`src/rtl/vr_conditioner.sv`:
```
// VR crank input conditioner: synchronises the raw comparator output, detects
// rising edges, rejects noise edges with an adaptive lockout window, and emits
// a clean single-cycle tooth pulse together with the measured tooth period.
module vr_conditioner #(
  parameter int PERIOD_W      = 24,
  parameter int SYNC_STAGES   = 2,
  parameter int LOCKOUT_SHIFT = 2,
  parameter int MIN_LOCKOUT   = 16
) (
  input  logic                clk,
  input  logic                reset_n,
  input  logic                vrin_raw,
  input  logic                enable,
  output logic                tooth,
  output logic [PERIOD_W-1:0] tooth_period,
  output logic                period_valid,
  output logic                stalled,
  output logic [7:0]          reject_count
);

  typedef enum logic [1:0] {
    IDLE  = 2'd0,
    FIRST = 2'd1,
    RUN   = 2'd2
  } state_t;

  localparam logic [PERIOD_W-1:0] CNT_MAX  = '1;
  localparam logic [PERIOD_W-1:0] MIN_LOCK = PERIOD_W'(MIN_LOCKOUT);
  localparam logic [PERIOD_W-1:0] CNT_ONE  = PERIOD_W'(1);

  state_t                state_q, state_d;
  logic [SYNC_STAGES-1:0] sync_q, sync_d;
  logic                  prev_q, prev_d;
  logic [PERIOD_W-1:0]   cnt_q, cnt_d;
  logic                  tooth_q, tooth_d;
  logic [PERIOD_W-1:0]   tooth_period_q, tooth_period_d;
  logic                  period_valid_q, period_valid_d;
  logic                  stalled_q, stalled_d;
  logic [7:0]            reject_count_q, reject_count_d;

  logic                  rise;
  logic                  timeout;
  logic                  accept;
  logic                  reject;
  logic [PERIOD_W-1:0]   shifted;
  logic [PERIOD_W-1:0]   lockout;

  // Synchroniser chain plus the prev flop used for rising-edge detection
  always_comb begin
    sync_d = {sync_q[SYNC_STAGES-2:0], vrin_raw};
    prev_d = sync_q[SYNC_STAGES-1];
    rise   = sync_q[SYNC_STAGES-1] & ~prev_q;
  end

  // Lockout window, timeout detection and accept/reject decision
  always_comb begin
    shifted = tooth_period_q >> LOCKOUT_SHIFT;
    lockout = (shifted > MIN_LOCK) ? shifted : MIN_LOCK;
    timeout = (state_q != IDLE) && (cnt_q == CNT_MAX);
    accept  = 1'b0;
    reject  = 1'b0;
    if (enable) begin
      // A timeout demotes the current edge to an IDLE edge, which is always taken
      if (timeout || state_q == IDLE) begin
        accept = rise;
      end else if (state_q == FIRST) begin
        accept = rise && (cnt_q >= MIN_LOCK);
        reject = rise && (cnt_q <  MIN_LOCK);
      end else begin
        accept = rise && (cnt_q >= lockout);
        reject = rise && (cnt_q <  lockout);
      end
    end
  end

  // FSM state register
  always_ff @(posedge clk or negedge reset_n) begin
    if (!reset_n) begin
      state_q <= IDLE;
    end else begin
      state_q <= state_d;
    end
  end

  // FSM next-state logic
  always_comb begin
    state_d = state_q;
    if (!enable) begin
      state_d = IDLE;
    end else if (timeout) begin
      state_d = rise ? FIRST : IDLE;
    end else begin
      case (state_q)
        IDLE:    if (accept) state_d = FIRST;
        FIRST:   if (accept) state_d = RUN;
        RUN:     state_d = RUN;
        default: state_d = IDLE;
      endcase
    end
  end

  // FSM outputs: tooth pulse, period measurement, status and reject counter
  always_comb begin
    cnt_d          = (cnt_q == CNT_MAX) ? cnt_q : cnt_q + CNT_ONE;
    tooth_d        = accept;
    tooth_period_d = tooth_period_q;
    period_valid_d = period_valid_q;
    stalled_d      = stalled_q;
    reject_count_d = reject_count_q;
    if (accept) begin
      cnt_d = CNT_ONE;
    end
    if (!enable || timeout) begin
      tooth_period_d = '0;
      period_valid_d = 1'b0;
      stalled_d      = 1'b1;
    end else if (accept && state_q != IDLE) begin
      tooth_period_d = cnt_q;
      period_valid_d = 1'b1;
      stalled_d      = 1'b0;
    end
    if (reject && reject_count_q != 8'hFF) begin
      reject_count_d = reject_count_q + 8'd1;
    end
  end

  // Datapath and synchroniser registers
  always_ff @(posedge clk or negedge reset_n) begin
    if (!reset_n) begin
      sync_q         <= '0;
      prev_q         <= 1'b0;
      cnt_q          <= '0;
      tooth_q        <= 1'b0;
      tooth_period_q <= '0;
      period_valid_q <= 1'b0;
      stalled_q      <= 1'b1;
      reject_count_q <= '0;
    end else begin
      sync_q         <= sync_d;
      prev_q         <= prev_d;
      cnt_q          <= cnt_d;
      tooth_q        <= tooth_d;
      tooth_period_q <= tooth_period_d;
      period_valid_q <= period_valid_d;
      stalled_q      <= stalled_d;
      reject_count_q <= reject_count_d;
    end
  end

  assign tooth        = tooth_q;
  assign tooth_period = tooth_period_q;
  assign period_valid = period_valid_q;
  assign stalled      = stalled_q;
  assign reject_count = reject_count_q;

endmodule

```
`config.mk`:
```
export PLATFORM = sky130hd
export DESIGN_NAME = vr_conditioner
export DESIGN_NICKNAME = d
export VERILOG_FILES = /design/src/rtl/vr_conditioner.sv
export SDC_FILE = /design/constraint.sdc
export NUM_CORES = 1
export LEC_CHECK = 0
export CAP_MARGIN = 25
export CORE_ASPECT_RATIO = 1.1
export CORE_MARGIN = 4
export CORE_UTILIZATION = 62
export CTS_CLUSTER_SIZE = 10
export DETAILED_ROUTE_END_ITERATION = 12
export HOLD_SLACK_MARGIN = 0.12
export PLACE_DENSITY = 0.87
export SLEW_MARGIN = 10
export SYNTH_ARGS = -nofsm -noshare
export SYNTH_HDL_FRONTEND = slang
export SYNTH_SLANG_ARGS = --single-unit
```
`constraint.sdc`:
```
create_clock -name clk -period 8.7 [get_ports clk]
set_input_delay 2.175 -clock clk [delete_from_list [all_inputs] [get_ports clk]]
set_output_delay 2.175 -clock clk [all_outputs]
set_load 0.01 [all_outputs]
```
==> results of run 1 <==
-- sequential cells by signal, indices dropped and copies added (netlist names) --
register,cells
tooth_period,24
tooth,1
stalled,1
cnt_q,24
reject_count,8
prev_q,1
period_valid,1
sync_q,2
state_q,2
-- cell usage in the layout, fill, tap and decap left out, types with 9 or more instances in the layout --
cell	instances
nor4_1	9
inv_1	25
nor2_1	24
nor2_4	20
ha_1	27
clkdlybuf4s50_1	37
a32o_2	18
dfrtp_1	63
xnor2_1	14
nand2_1	24
nand4_1	10
nand3_1	13
clkbuf_8	10
a21oi_1	12
xor2_1	12
-- cell type report --
type,count,area [µm²],share of cell area
multi-input combinational,251,1970,0.448
sequential,64,1600,0.365
timing repair buffer,41,414,0.0942
clock buffer,10,138,0.0313
tap,77,96.3,0.0219
inverter,25,93.8,0.0213
clock inverter,6,82.6,0.0188
-- worst paths after layout --
| check | endpoint | slack, ns | cells after the start |
|---|---|---|---|
| setup reg to reg | cnt_q[14]$_DFFE_PN0P_ | 4.56 | 14 |
| hold reg to reg | sync_q[1]$_DFF_PN0_ | 0.35 | 0 |
| min in group asynchronous | tooth_period[9]$_DFFE_PN0P_ | 2.00 | 2 |
| hold / removal | sync_q[1]$_DFF_PN0_ | 0.35 | 0 |
| max in group asynchronous | tooth_period[20]$_DFFE_PN0P_ | 6.16 | 2 |
| setup / recovery | cnt_q[14]$_DFFE_PN0P_ | 4.32 | 7 |
-- kinds of logic (layout without fill, tap and decap cells) --
kind of cell    count (synthesis)  count (layout)  synth area share
simple gates                  138             138             0.231
compound gates                 58              58             0.131
flops                          64              64             0.421
mux                             2               2           0.00558
fa+ha+maj                      27              27            0.0887
xor+xnor                       26              26            0.0598
buf+inv                        37              82            0.0627
-- power by group through the flow --
stage | Clock, µW | Combinational (µW) | Sequential, µW
4_1_cts | 288 | 190 | 352
5_1_grt | 301 | 216 | 356
3_3_place_gp | 0 | 178 | 357
3_5_place_dp | 0 | 186 | 358
6_report | 284 | 195 | 353
2_1_floorplan | 0 | 143 | 353
-- through the flow --
| stage | setup WS [ns] | util | instance area (µm²) |
|---|---|---|---|
| final | 4.32 | 0.748 | 4400 |
| after global routing | 4.22 | 0.748 | 4400 |
| after CTS | 3.71 | 0.742 | 4360 |
| after detailed placement | 3.30 | 0.705 | 4140 |
| after global placement | 3.43 | 0.705 | 4140 |
| after floorplan | 5.03 | - | 3810 |
-- critical path, delay by kind of cell --
kind            cells  cell delay (ns)
compound gates      2             0.24
buf+inv             2             1.09
simple gates        3             1.05
-- routing by layer --
metal | vias to the layer above | part of all wire
met3 | 16 | 0.050
met1 | 1362 | 0.43
li1 | 1355 | -
met4 | 0 | 0.023
met5 | - | 0
met2 | 72 | 0.50
==> summary.txt, run 1 <==
Global route
  – GRT met2 Usage: 0.368
  – GRT Overall Usage: 0.239
  – GR peak layer: met2
  – Antenna violations before repair: 0
  – Global routing usage on met3: 0.0420
  – GR Layer Usage met1: 0.323
  – Global-route wire length before repair: 13700 µm
  – GR Overflow Total: 0
  – Pin count of the biggest net entering global routing: 65
  – Vias in the first global route: 2853

Logic synthesis
  – Post-synth EDFFs: 0
  – Top cells by area, synth: dfrtp_1, ha_1, nor2_4
  – Sequential share of the synthesized area: 0.421
  – Post-Syn Instances: 352
  – Leading area contributor after synthesis: dfrtp_1
  – Yosys warnings: 0
  – Post-synth cell types: between 50 and 60
  – Asr flop ratio synth: 1.00
  – Mapped Area: 3810 µm²
  – Share of the synthesized area in the top cell type: 0.414
  – Synth top cells by count: dfrtp_1, ha_1, inv_1, nand2_1, nor2_1
  – Avg Cell Area, Syn: between 10 and 15 µm²
  – Number of synthesized register bits: 64
  – Mapped Nets: 383
  – Count leader, synth: dfrtp_1
  – Post-synth top flop: dfrtp_1

Die
  – Io pins: 39
  – Core Box Area: 5880 µm²
  – Full die area: 7460 µm²
  – Placement Rows: 29
  – Die width: 82.7 µm
  – Die height: 90.2 µm
  – Initial core utilization: 0.648

STA
  – Hold Slack: roughly 0.35 ns
  – Max Freq: 0.228 GHz
  – Period Utilization, post-route: 0.503
  – Slew margin rel.: 0.462
  – Final Hold Viols: 0
  – Min Clock Period, post-route: 4.38 ns
  – Unrepaired setup endpoints after global routing: false
  – Setup Skew: 0.00742 ns
  – Final Max Tran Viols: 0
  – Setup TNS: 0 ns
  – Transition time of the tightest slew-check pin: 0.807 ns
  – Final setup viols: 0

Clocking
  – CTS Sinks: 64
  – Root Buffer: clkbuf_8
  – Hold Buf Count CTS: 0
  – Clock Latency Late Sink: 0.34 ns
  – Clock slew at the register clock pins of the worst setup and hold paths: 0.07 ns
  – CTS buffer count: 9
  – Setup Buffers After CTS: 0
  – Post-CTS resize count: 0
  – CTS H-Tree Depth: 3
  – TritonCTS clock tree: yes
  – Clock tree buffer depth: 2

Placed design
  – Routability Congestion: 0.836
  – PortBufs: 38
  – Detailed placement HPWL: 5470 µm
  – Dpl cells: between 400 and 500

Layout
  – Share of layout cells above drive strength 1: 0.186
  – Nets: approximately 420
  – Final Instance Count excl. Fillers: 474
  – FILL cells: 426
  – Diode count: 0
  – Area Growth Syn to Fin: 15.4%

Setup path
  – Worst path most repeated cell: or2_2
  – CP Data Arrival Time: 4.57 ns
  – CP max FO: 15
  – Critical path capture point type: register
  – WP data required: 8.89 ns
  – Critical Path Max Stage Delay: 0.82 ns
  – Critical path class: in -> reg
  – Crit path from: enable
  – Critical path launch point type: input pin
  – Critical path's slowest cell: clkdlybuf4s50_1
  – R2r startpoint: tooth_period[23]$_DFFE_PN0P_
  – Critical path cell sequence: clkdlybuf4s50_1, nand3b_1, or2_2, a21oi_4, or2_2, buf_12, a311oi_2

Detailed routing
  – Number of remaining DRC errors: 0
  – DR vias/cell: 5.92
  – Drt total wl: 8040 µm
  – Pre-antenna DRT Iters: 4
  – Initial DRC count: 152
  – WL/cell: between 15 and 20 µm
  – DRT antenna net count: 0
  – Routed via count: between 2000 and 3000

Power
  – Leakage: 0.00199 µW
  – Clk pwr share: 0.342
  – Reg power frac: 0.424
  – Pwr Density: 189 nW/µm²
  – Combinational Power Share: 0.234
  – Worst vdd ir: 0.000165 V
  – Pwr Total: 832 µW
  – Sw Pwr: 263 µW
  – Sw Share: 0.316
  – P_int: about 570 µW

Worst hold path
  – Hold Crit Class: reg -> reg
  – Worst Hold Launch: sync_q[0]$_DFF_PN0_

Run
  – Max-Cap Viols: 0

Outcome
  – Outcome: complete, no violations
(Power assumes the default switching activity.)
==> inputs of run 2 (changes only) <==
--- a/config.mk
+++ b/config.mk
@@ -8,11 +8,11 @@
 export CAP_MARGIN = 25
 export CORE_ASPECT_RATIO = 1.1
 export CORE_MARGIN = 4
-export CORE_UTILIZATION = 62
+export CORE_UTILIZATION = 52
 export CTS_CLUSTER_SIZE = 10
 export DETAILED_ROUTE_END_ITERATION = 12
 export HOLD_SLACK_MARGIN = 0.12
-export PLACE_DENSITY = 0.87
+export PLACE_DENSITY = 0.78
 export SLEW_MARGIN = 10
 export SYNTH_ARGS = -nofsm -noshare
 export SYNTH_HDL_FRONTEND = slang
==> constraint.sdc (replaced) <==
create_clock -name clk -period 3.65 [get_ports clk]
set_input_delay 0.9125 -clock clk [delete_from_list [all_inputs] [get_ports clk]]
set_output_delay 0.9125 -clock clk [all_outputs]
set_load 0.01 [all_outputs]
==> summary.txt, run 2 (synthesized netlist as in run 1, its figures left out) <==
Clocking
  – Clock Latency Late Sink: 0.34 ns (about the same)
  – CTS buffer count: 9 (unchanged)
  – Clock tree buffer depth: 2 (unchanged)
  – Hold Buf Count CTS: 0 (unchanged)
  – Clock slew at the register clock pins of the worst setup and hold paths: 0.06 ns (about the same)
  – Root Buffer: clkbuf_8
  – CTS Sinks: 64 (unchanged)
  – CTS H-Tree Depth: 3 (unchanged)
  – TritonCTS clock tree: yes

Setup path
  – Worst-case reg-to-reg path depth: 14 (unchanged)
  – Worst r2r dst: cnt_q[18]$_DFFE_PN0P_
  – Crit path from: tooth_period[23]$_DFFE_PN0P_
  – Critical path capture point type: register
  – WP data required: 3.91 ns (-4.98 ns)
  – R2r startpoint: tooth_period[23]$_DFFE_PN0P_
  – CP max FO: 9 (-6)
  – Reg2Reg Setup Slack: 0.25 ns (-4.31 ns)
  – Critical path class: reg -> reg
  – Critical path launch point type: register
  – CP Data Arrival Time: 3.66 ns (-0.91 ns)

Die
  – Core Box Area: 7090 µm² (+21%)
  – Full die area: 8760 µm² (+17%)
  – Die width: 89.6 µm (+8.3%)
  – Io pins: 39 (unchanged)
  – Die height: 97.8 µm (+8.4%)
  – Initial core utilization: 0.538 (-0.111)
  – Placement Rows: 32 (+10%)

Layout
  – Design area: 4390 µm² (-0.11%)
  – Area Growth Syn to Fin: 15.2%
  – Commonest non-fill, non-tap cell in the layout: dfrtp_1
  – Share of layout cells above drive strength 1: 0.188 (+0.00157)
  – Final Instance Count excl. Fillers: 484 (+2.1%)
  – Diode count: 0 (unchanged)
  – Nets: 427 (+0.95%)
  – FILL cells: 588 (+38%)
  – Layout Utilization: 0.620 (-0.128)
  – Multi-input logic area: 1980 µm² (+0.64%)
  – Register area: 1600 µm² (unchanged)
  – Commonest cells after routing, fill and taps aside: dfrtp_1, clkdlybuf4s50_1, ha_1

Placed design
  – Detailed placement HPWL: 6120 µm (+12%)
  – Dpl cells: 470 (+3.1%)
  – Area after DPL: 4220 µm² (+1.9%)
  – PortBufs: 38 (unchanged)
  – Routability Congestion: 0.874 (+4.5%)

Worst hold path
  – Worst hold path depth: 0 (unchanged)
  – Worst Hold Launch: sync_q[0]$_DFF_PN0_
  – Hold path endpoint: sync_q[1]$_DFF_PN0_
  – Hold Crit Class: reg -> reg

STA
  – Unrepaired setup endpoints after global routing: false
  – Final setup viols: 0 (unchanged)
  – Final Max Tran Viols: 0 (unchanged)
  – Setup TNS: 0 ns (unchanged)
  – Max Freq: 0.294 GHz
  – Slew margin rel.: 0.619 (+0.158)
  – Hold Slack: 0.352 ns (-0.000358 ns)
  – Min Clock Period, post-route: approximately 3.4 ns
  – Setup Skew: 0.00753 ns (+0.000107 ns)
  – Period Utilization, post-route: 0.931
  – Final Hold Viols: 0 (unchanged)
  – Transition time of the tightest slew-check pin: 0.569 ns (-0.238 ns)

Detailed routing
  – Pre-antenna DRT Iters: 4 (unchanged)
  – DRT antenna net count: 0 (unchanged)
  – DR top layer: met4
  – Metal3 WL: 286 µm (-28%)
  – Met2 WL post-DR: 4080 µm (+1.2%)
  – WL/cell: 17.1 µm (+0.78%)
  – Met1 WL: 3720 µm (+8.5%)
  – Routed via count: 2853 (+1.7%)
  – Initial DRC count: 149 (-2.0%)
  – DR vias/cell: 5.89 (-0.39%)
  – Number of remaining DRC errors: 0 (unchanged)
  – Drt total wl: 8280 µm (+2.9%)

Global route
  – Global-route wire length before repair: 14400 µm (+4.8%)
  – GR Overflow Total: 0 (unchanged)
  – Vias in the first global route: 2885 (+1.1%)
  – Pin count of the biggest net entering global routing: 27 (-58%)
  – GRT Overall Usage: 0.211 (-0.0276)
  – Antenna violations before repair: 0 (unchanged)

Power
  – Worst vdd ir: 0.000346 V (+110%)
  – Leakage: 0.00198 µW (-0.47%)
  – Pwr Density: 413 nW/µm² (+120%)

Outcome
  – Outcome: complete, no violations

Run
  – Max-Cap Viols: 0 (unchanged)
## run 2: cell types whose count changed in the layout (fill, tap and decap cells not counted), moves of 2 or more
| cell | previous run | this run |
|---|---|---|
| bufinv_16 | 2 | 0 |
| clkbuf_1 | 0 | 3 |
| clkinv_2 | 3 | 1 |
| nor4_1 | 9 | 7 |
| nor4_2 | 0 | 2 |
| buf_4 | 1 | 5 |
## run 2: layer usage
| metal | track usage | vias up |
|---|---|---|
| li1 | - | 1357 |
| met1 | 0.281 | 1424 |
| met2 | 0.332 | 59 |
| met3 | 0.0430 | 13 |
| met4 | 0.0871 | 0 |
| met5 | 0 | - |
## run 2: how the worst max path moves through the flow
stage | endpoint | slack, ns | cells past startpoint
3_5_place_dp | cnt_q[18]$_DFFE_PN0P_ | -0.02 | 14
4_1_cts | cnt_q[18]$_DFFE_PN0P_ | 0.10 | 14
5_1_grt | cnt_q[18]$_DFFE_PN0P_ | 0.06 | 14
3_3_place_gp | cnt_q[18]$_DFFE_PN0P_ | 0.12 | 14
2_1_floorplan | reject_count[5]$_DFFE_PN0P_ | 0.77 | 13
6_report | cnt_q[18]$_DFFE_PN0P_ | 0.25 | 14
## run 2: power breakdown
group,internal (µW),switching (µW),total [µW]
Clock,257,250,507
Sequential,766,73.6,840
Combinational,198,267,465
## run 2: per-stage QoR
| stage | worst slack, ns | total power (µW) |
|---|---|---|
| 3_3_place_gp | 0.116 | 1310 |
| 6_report | 0.253 | 1810 |
| 2_1_floorplan | 0.768 | 1180 |
| 4_1_cts | 0.102 | 1830 |
| 5_1_grt | 0.0590 | 1930 |
| 3_5_place_dp | -0.0185 | 1320 |
## run 2: critical path, cell delays in order, from the launching register on
cell,delay (ns)
dfrtp_1,0.42
nor4_2,0.39
nand4_1,0.21
nor4_2,0.26
nand2_1,0.17
nand2_1,0.12
ha_1,0.24
nor2b_1,0.13
o211ai_1,0.19
a31oi_1,0.13
o21ai_2,0.20
a21oi_4,0.10
or2_2,0.44
buf_12,0.21
a21oi_1,0.11
## run 2: what timing repair did
| action | 4_1_cts | 5_1_grt |
|---|---|---|
| gates resized for setup | 1 | 1 |
| hold endpoints to repair | 0 | 0 |
| setup endpoints to repair | 18 | 9 |
| buffers inserted | 0 | 0 |
## run 2: final cells by class
cell class	count	area share
Tap cell	85	0.0242
Timing Repair Buffer	45	0.103
Inverter	25	0.0214
Clock buffer	13	0.0339
Clock inverter	1	0.00114
Sequential cell	64	0.365
Multi-Input combinational cell	251	0.451
==> inputs of run 3 (changes only) <==
--- a/config.mk
+++ b/config.mk
@@ -8,11 +8,13 @@
 export CAP_MARGIN = 25
 export CORE_ASPECT_RATIO = 1.1
 export CORE_MARGIN = 4
-export CORE_UTILIZATION = 52
+export CORE_UTILIZATION = 53
+export CTS_BUF_LIST = sky130_fd_sc_hd__clkbuf_4 sky130_fd_sc_hd__clkbuf_8
 export CTS_CLUSTER_SIZE = 10
 export DETAILED_ROUTE_END_ITERATION = 12
-export HOLD_SLACK_MARGIN = 0.12
-export PLACE_DENSITY = 0.78
+export HOLD_SLACK_MARGIN = 0.06
+export PLACE_DENSITY = 0.79
+export RECOVER_POWER = 25
 export SLEW_MARGIN = 10
 export SYNTH_ARGS = -nofsm -noshare
 export SYNTH_HDL_FRONTEND = slang
==> summary.txt, run 3 (synthesized netlist as in run 1, its figures left out) <==
Outcome
  – Outcome: complete, no violations

Clocking
  – CTS H-Tree Depth: 3 (unchanged)
  – Hold Buf Count CTS: 0 (unchanged)
  – Clock tree buffer depth: 2 (unchanged)
  – CTS buffer count: 9 (unchanged)
  – Root Buffer: clkbuf_8
  – TritonCTS clock tree: yes
  – Setup Buffers After CTS: 0 (unchanged)
  – CTS Sinks: 64 (unchanged)
  – Clock slew at the register clock pins of the worst setup and hold paths: 0.07 ns (about the same)
  – Clock Latency Late Sink: 0.35 ns (about the same)

Placed design
  – Routability Congestion: 0.899 (+3.0%)
  – Detailed placement HPWL: 6080 µm (-0.74%)
  – PortBufs: 38 (unchanged)
  – Worst Setup Slack post-DPL: 0.0864 ns (+0.105 ns)

Die
  – Core Box Area: 7010 µm² (-1.1%)
  – Io pins: 39 (unchanged)
  – Placement Rows: 32 (unchanged)
  – Die width: 88.8 µm (-0.86%)
  – Die height: 96.9 µm (-0.87%)
  – Initial core utilization: 0.544 (+0.00614)
  – Full die area: 8610 µm² (-1.7%)

Setup path
  – CP Data Arrival Time: 3.60 ns (-0.06 ns)
  – Critical path launch point type: register
  – Reg2Reg Setup Slack: 0.30 ns (+0.05 ns)
  – R2r startpoint: tooth_period[23]$_DFFE_PN0P_
  – Worst r2r dst: cnt_q[14]$_DFFE_PN0P_
  – WP data required: 3.90 ns (about the same)
  – Worst-case reg-to-reg path depth: 14 (unchanged)
  – Critical path capture point type: register
  – CP max FO: 16 (+7)
  – Critical path class: reg -> reg

Detailed routing
  – Drt total wl: 8470 µm (+2.4%)
  – Pre-antenna DRT Iters: 4 (unchanged)
  – WL/cell: 17.5 µm (+2.1%)
  – Initial DRC count: 153 (+2.7%)
  – Routed via count: 2913 (+2.1%)
  – DRT antenna net count: 0 (unchanged)
  – Number of remaining DRC errors: 0 (unchanged)
  – DR vias/cell: 6.01 (+1.9%)

Power
  – Pwr Density: 420 nW/µm² (+1.7%)
  – Pwr Total: 1840 µW (+1.6%)
  – Worst vdd ir: 0.000367 V (+6.0%)
  – Leakage: 0.00199 µW (+0.32%)

Worst hold path
  – Hold Crit Class: reg -> reg
  – Hold path endpoint: sync_q[1]$_DFF_PN0_
  – Worst Hold Launch: sync_q[0]$_DFF_PN0_
  – Worst hold path depth: 0 (unchanged)

STA
  – Unrepaired setup endpoints after global routing: false
  – Setup Skew: 0.00829 ns (+0.000759 ns)
  – Min Clock Period, post-route: 3.35 ns (-0.0457 ns)
  – Period Utilization, post-route: 0.918 (-0.0125)
  – Final Max Tran Viols: 0 (unchanged)
  – Max Freq: 0.298 GHz (+1.4%)
  – Setup TNS: 0 ns (unchanged)
  – Transition time of the tightest slew-check pin: 1.12 ns (+0.555 ns)
  – Final Hold Viols: 0 (unchanged)
  – Final setup viols: 0 (unchanged)
  – Worst setup margin: 0.299 ns (+0.0457 ns)
  – Slew margin rel.: 0.251 (-0.369)

Global route
  – GR Overflow Total: 0 (unchanged)
  – GRT Overall Usage: 0.222 (+0.0104)
  – Pin count of the biggest net entering global routing: 46 (+70%)
  – Antenna violations before repair: 0 (unchanged)
  – Global-route wire length before repair: 14900 µm (+3.7%)
  – Vias in the first global route: 2988 (+3.6%)

Layout
  – Commonest non-fill, non-tap cell in the layout: dfrtp_1
  – Diode count: 0 (unchanged)
  – Share of layout cells above drive strength 1: 0.195 (+0.00703)
  – Commonest cells after routing, fill and taps aside: dfrtp_1, clkdlybuf4s50_1, ha_1
  – Nets: 426 (-0.23%)
  – Area Growth Syn to Fin: 15.1%

Run
  – Max-Cap Viols: 0 (unchanged)
-- run 3: cell types whose count changed in the layout (fill, tap and decap cells not counted), sizes merged --
cell / previous run / this run
dlygate4sd3: 0 / 1
clkbuf: 13 / 14
clkinv: 1 / 4
buf: 8 / 5
clkdlybuf4s50: 37 / 36
-- run 3: metal layers --
| metal | vias up | track usage | share of wire |
|---|---|---|---|
| met1 | 1461 | 0.305 | 0.45 |
| met5 | - | 0 | 0 |
| met2 | 77 | 0.339 | 0.49 |
| met3 | 16 | 0.0426 | 0.042 |
| li1 | 1359 | - | - |
| met4 | 0 | 0.0930 | 0.022 |
-- run 3: area by class of cell --
class	count	area [µm²]
clock buffers	12	153
clock inverters	4	20.0
fillers	570	2620
inverters	25	93.8
multi-input cells	251	1980
flip-flops and latches	64	1600
well taps	85	106
repair buffers	44	429
-- run 3: repair_timing --
item | CTS | global route
resized for setup | 0 | 2
setup endpoints to repair | 0 | 54
hold endpoints to repair | 0 | 0
-- run 3: worst max-delay path by stage --
stage / start / endpoint / slack [ns] / cells after the start
2_1_floorplan: tooth_period[15]$_DFFE_PN0P_ / reject_count[5]$_DFFE_PN0P_ / 0.77 / 13
3_3_place_gp: tooth_period[23]$_DFFE_PN0P_ / cnt_q[14]$_DFFE_PN0P_ / 0.16 / 14
3_5_place_dp: tooth_period[23]$_DFFE_PN0P_ / cnt_q[14]$_DFFE_PN0P_ / 0.09 / 14
4_1_cts: tooth_period[23]$_DFFE_PN0P_ / cnt_q[14]$_DFFE_PN0P_ / 0.05 / 14
5_1_grt: tooth_period[23]$_DFFE_PN0P_ / cnt_q[14]$_DFFE_PN0P_ / 0.05 / 14
6_report: tooth_period[23]$_DFFE_PN0P_ / cnt_q[14]$_DFFE_PN0P_ / 0.30 / 14
-- run 3: critical path, stage by stage (launching register included) --
cell and delay [ns]:
dfrtp_1 0.42, nor4_2 0.39, nand4_1 0.21, nor4_2 0.27
nand2_1 0.15, nand2_1 0.10, ha_1 0.23, nor2b_1 0.13
o211ai_1 0.19, a31oi_1 0.12, o21ai_2 0.20, a21oi_4 0.10
or2_2 0.34, buf_12 0.18, a311oi_2 0.19
-- run 3: per-stage QoR --
step,instance area (µm²),cells,hold slack (ns),util
after floorplan,3810,352,0.331,-
after global placement,4200,469,0.333,0.600
after detailed placement,4200,469,0.336,0.600
after CTS,4380,485,0.351,0.625
after global routing,4390,485,0.357,0.626
final,4390,485,0.347,0.626
-- run 3: power by group --
| part | switching [µW] | internal [µW] | leakage (µW) |
|---|---|---|---|
| clock network | 269 | 275 | 0.0000967 |
| logic | 261 | 193 | 0.00102 |
| registers | 76.7 | 766 | 0.000871 |
| total | 607 | 1230 | 0.00199 |
